--- config.mk ---
export PLATFORM = sky130hd
export DESIGN_NAME = modport_fifo
export DESIGN_NICKNAME = d
export VERILOG_FILES = /design/src/rtl/modport_fifo.sv
export SDC_FILE = /design/constraint.sdc
export NUM_CORES = 1
export LEC_CHECK = 0
export BUFFER_PORTS_ARGS = -buffer_cell sky130_fd_sc_hd__buf_4
export CORE_MARGIN = 3
export CORE_UTILIZATION = 45
export DETAILED_ROUTE_END_ITERATION = 8
export PLACE_DENSITY = 0.59
export REMOVE_ABC_BUFFERS = 1
export SLEW_MARGIN = 10
export SYNTH_ARGS = -nofsm -noshare
export SYNTH_HDL_FRONTEND = slang
export SYNTH_SLANG_ARGS = --single-unit
--- constraint.sdc ---
create_clock -name wr_clk -period 4.1 [get_ports wr_clk]
set_clock_uncertainty 0.2 [all_clocks]
set_input_delay 0.41 -clock wr_clk [delete_from_list [all_inputs] [get_ports wr_clk]]
set_output_delay 0.41 -clock wr_clk [all_outputs]
set_load 0.01 [all_outputs]
--- src/rtl/modport_fifo.sv ---
// Single-clock synchronous FIFO with registered read data and sticky-free
// one-cycle overflow/underflow flags.
//
// Ports:
//   wr_clk    - sole clock, all state updates on its rising edge
//   res       - asynchronous active-low reset
//   wr_en     - write request; wdata sampled with it
//   wdata     - write data, WIDTH bits
//   full      - FIFO holds DEPTH entries
//   overflow  - high for one cycle after an edge that rejected a write
//   rd_en     - read request
//   rdata     - registered read data (1-cycle latency, holds otherwise)
//   empty     - FIFO holds 0 entries
//   underflow - high for one cycle after an edge that rejected a read
module modport_fifo #(
   parameter int unsigned WIDTH = 8,
   parameter int unsigned DEPTH = 16
) (
   input  logic             wr_clk,
   input  logic             res,
   input  logic             wr_en,
   input  logic [WIDTH-1:0] wdata,
   output logic             full,
   output logic             overflow,
   input  logic             rd_en,
   output logic [WIDTH-1:0] rdata,
   output logic             empty,
   output logic             underflow
);

   localparam int unsigned AW = $clog2(DEPTH);
   localparam int unsigned CW = AW + 1;
   localparam logic [CW-1:0] FullCount = CW'(DEPTH);

   logic [WIDTH-1:0] mem [DEPTH];

   logic [AW-1:0]    wr_ptr_q, wr_ptr_d;
   logic [AW-1:0]    rd_ptr_q, rd_ptr_d;
   logic [CW-1:0]    count_q, count_d;
   logic [WIDTH-1:0] rdata_q;
   logic             overflow_q, underflow_q;

   logic             wr_acc, rd_acc;

   // Flags decode from registered count only, so no input-to-output path.
   assign full      = (count_q == FullCount);
   assign empty     = (count_q == '0);
   assign rdata     = rdata_q;
   assign overflow  = overflow_q;
   assign underflow = underflow_q;

   // A simultaneous read frees a slot, so a full FIFO may still take a write.
   assign rd_acc = rd_en && !empty;
   assign wr_acc = wr_en && (!full || rd_acc);

   always_comb begin
      wr_ptr_d = wr_ptr_q;
      rd_ptr_d = rd_ptr_q;
      count_d  = count_q;
      if (wr_acc) begin
         wr_ptr_d = wr_ptr_q + AW'(1);
      end
      if (rd_acc) begin
         rd_ptr_d = rd_ptr_q + AW'(1);
      end
      unique case ({wr_acc, rd_acc})
         2'b10:   count_d = count_q + CW'(1);
         2'b01:   count_d = count_q - CW'(1);
         default: count_d = count_q;
      endcase
   end

   always_ff @(posedge wr_clk or negedge res) begin
      if (!res) begin
         wr_ptr_q    <= '0;
         rd_ptr_q    <= '0;
         count_q     <= '0;
         rdata_q     <= '0;
         overflow_q  <= 1'b0;
         underflow_q <= 1'b0;
      end else begin
         wr_ptr_q    <= wr_ptr_d;
         rd_ptr_q    <= rd_ptr_d;
         count_q     <= count_d;
         overflow_q  <= wr_en && !wr_acc;
         underflow_q <= rd_en && empty;
         if (rd_acc) begin
            rdata_q <= mem[rd_ptr_q];
         end
      end
   end

   // Storage is deliberately not reset; stale entries are unreachable
   // because the pointers and count are.
   always_ff @(posedge wr_clk) begin
      if (wr_acc) begin
         mem[wr_ptr_q] <= wdata;
      end
   end

endmodule

==> flow_metrics.py <==
metrics = {
    "setup_path": {
        "cp_slowest_cell": "or4_4",
        "crit_end": "count_q[4]$_DFFE_PN0P_",
        "crit_family": "simple AND/OR/NAND/NOR gates",
        "critical_path.startpoint": "count_q[1]$_DFFE_PN0P_",
        "reg2reg_from": "count_q[1]$_DFFE_PN0P_",
        "startpoint_type": "flop",
        "cp.arrival_ps": 3430,
        "path_buf_inv": 0,
        "path_depth": 9,
        "reg2regPathDepth": 9,
        "path_cells": "or4_4, o21ai_2, nor2_2, ha_1, nor2b_1, o21a_1, or2_1, o32a_1, o211ai_1",
        "critPathRequiredTime_ps": 4240,
        "max_stage_delay_ps": 590,
        "critPathKind": "flop to flop",
        "ff2ff_setup_slack_ps": 810,
        "worstReg2RegEnd": "count_q[4]$_DFFE_PN0P_",
        "endpoint_kind": "flop",
        "worstPathMaxFanout": 13,
    },
    "logic_synthesis": {
        "post-synth-top-count-cell": "edfxtp_1",
        "yosys_warnings": 0,
        "ys_types": 41,
        "syn_avg_cell_area_um2": 19.4,
        "synthCells": 314,
        "synth_top_area_share_pct": 63.1,
        "async_reset_ff_share_pct": 15.2,
        "syn-cell-area_um2": 6090,
        "synth_seq_cells": 151,
        "yosysTopAreaCell": "edfxtp_1",
        "ys_seq_area_share_pct": 72.6,
        "synth_top_cells_by_area": "edfxtp_1, mux4_2, dfrtp_1",
        "ys.flop_type": "edfxtp_1",
        "synth-edff-count": 128,
        "yosys-top-cells-count": "edfxtp_1, mux4_2, dfrtp_1",
    },
    "floorplanning": {
        "row_count": 41,
        "boundaryPins": 24,
        "die_height_um": 122,
        "start_util_pct": 47.1,
        "coreArea_um2": 12900,
        "fp.dieW_um": 122,
        "fp.dieArea_um2": 15000,
    },
    "route": {
        "viasPerCell": 5.47,
        "wirelength_um": 11700,
        "firstDrtPassIters": 4,
        "drc_errors": 0,
        "drtIter0Drc": 295,
        "num_vias": 2898,
        "wl_per_cell_um": 22.2,
        "drtAntennaViolNets": 0,
    },
    "layout": {
        "nets": 366,
        "antenna-diode-count": 0,
        "areaGrowthSynthToFinish_pct": 15.3,
        "drive_gt1_share_pct": 26.5,
        "design_area_um2": 7020,
    },
    "place": {
        "port-buffer-count": 23,
        "place_ws_ps": 820,
        "hpwl_um": 7160,
        "place_area_um2": 6430,
        "gp_congestion": 0.743,
    },
    "grt": {
        "overflow": 0,
        "antenna_found_initial": 0,
        "grt_pass1_vias": 2963,
        "grt_max_degree": 28,
        "grt_pass1_wl_um": 18200,
        "grtUsageTotal_pct": 17.4,
    },
    "timing": {
        "clock.fmax_mhz": 304,
        "tightest_slew_ps": 909,
        "period_share_pct": 80.2,
        "fin_ws_ps": 811,
        "setup_viol": 0,
        "final.setup.tns_ps": 0,
        "min_period_ps": 3290,
        "relSlewSlack_pct": 39.4,
        "rsz0062_at_grt": "false",
        "hold_violations": 0,
        "slew_violations": 0,
    },
    "status": {
        "status": "finished, final reports clean",
    },
    "power_and_ir_drop": {
        "clkPwrFrac_pct": 31.4,
        "p_leak_nw": 2.47,
        "intPower_w": 0.00350,
        "seqPwrFrac_pct": 43.1,
        "swShare_pct": 28.6,
        "switching_power_w": 0.00140,
        "power_w": 0.00490,
        "p_per_area_nw_per_um2": 698,
        "pwr-share-comb_pct": 25.5,
        "irDropWorstVdd_mv": 0.398,
    },
    "clocking": {
        "clk_path_buf_depth": 2,
        "cts.sinks": 151,
        "cts_root_buffer": "clkbuf_16",
        "cts_buffers": 17,
        "cts_tree": "built",
        "clk_latency_ps": 420,
        "clk_pin_slew_worst_paths_ps": 60,
        "h-tree-depth": 4,
    },
    "flow_run": {
        "maxCapViolCount": 0,
    },
    "worst_hold_path": {
        "hp-class": "input port to flop",
    },
}
-- per-layer routing --
| layer | track usage (%) | vias up | wire length (um) |
|---|---|---|---|
| li1 | - | 1323 | - |
| met1 | 25.8 | 1490 | 5410 |
| met2 | 24.4 | 69 | 5450 |
| met3 | 6.04 | 16 | 698 |
| met4 | 5.25 | 0 | 184 |
| met5 | 0 | - | 0 |
-- timing repair --
item,in CTS,in global routing
setup endpoints to repair,0,0
hold buffers,1,0
resized for setup,0,0
hold endpoints to repair,23,0
buffers inserted,0,0
-- state kept, by name (all words and copies together), names as in the netlist --
register and cells:
wr_ptr_q 4, overflow 1, rdata 8, rd_ptr_q 4
underflow 1, count_q 5, mem 128
-- layout make-up --
cell class	count	area [um2]
Clock buffer	21	450
Clock inverter	11	131
Fill cell	1023	5910
Inverter	6	22.5
Multi-Input combinational cell	142	1580
Sequential cell	151	4420
Tap cell	172	215
Timing Repair Buffer	27	205
-- how the worst min path moves through the flow --
stage,from,to,cells past startpoint
floorplan,res,count_q[0]$_DFFE_PN0P_,0
global placement,res,wr_ptr_q[0]$_DFFE_PN0P_,1
detailed placement,res,wr_ptr_q[1]$_DFFE_PN0P_,1
CTS,rd_en,overflow$_DFF_PN0_,2
global route,rd_en,overflow$_DFF_PN0_,2
finish,rd_en,overflow$_DFF_PN0_,2
-- layout by cell type (no fill, tap or decap), types with 3 or more instances in the layout --
cell and count:
edfxtp_1 128, mux4_2 32, buf_4 26, dfrtp_1 23
clkbuf_16 17, nand2_1 16, mux2i_1 16, and3_1 9
and2_1 9, xnor2_1 9, o221ai_1 8, ha_1 8
inv_1 6, clkinv_2 6, nor2_1 3, bufinv_16 3
clkbuf_1 3
-- power by group through the flow --
stage                     Combinational, W  Clock, W  Sequential [W]
after floorplan                   0.000789         0         0.00219
after CTS                          0.00128   0.00157         0.00212
after global routing               0.00138   0.00164         0.00215
after detailed placement           0.00127         0         0.00215
final                              0.00125   0.00154         0.00211
after global placement             0.00126         0         0.00214
-- cell families (layout without fill, tap and decap cells) --
| family | count (synthesis) | count (layout) | share of synthesized area [%] |
|---|---|---|---|
| buf+inv | 21 | 65 | 1.54 |
| mux | 51 | 51 | 15.0 |
| fa+ha+maj | 9 | 9 | 1.97 |
| flops | 151 | 151 | 72.6 |
| simple gates | 51 | 51 | 4.71 |
| compound gates | 22 | 22 | 2.90 |
| xor+xnor | 9 | 9 | 1.29 |
-- per-stage QoR --
| stage | hold slack (ps) | instances | util (%) |
|---|---|---|---|
| floorplan | -85.6 | 299 | - |
| global route | 27.7 | 530 | 54.3 |
| global placement | 129 | 497 | 49.7 |
| finish | 35.6 | 530 | 54.3 |
| detailed placement | 136 | 497 | 49.7 |
| CTS | 10.7 | 530 | 54.3 |
No activity file was read; power rests on OpenSTA's default activity.
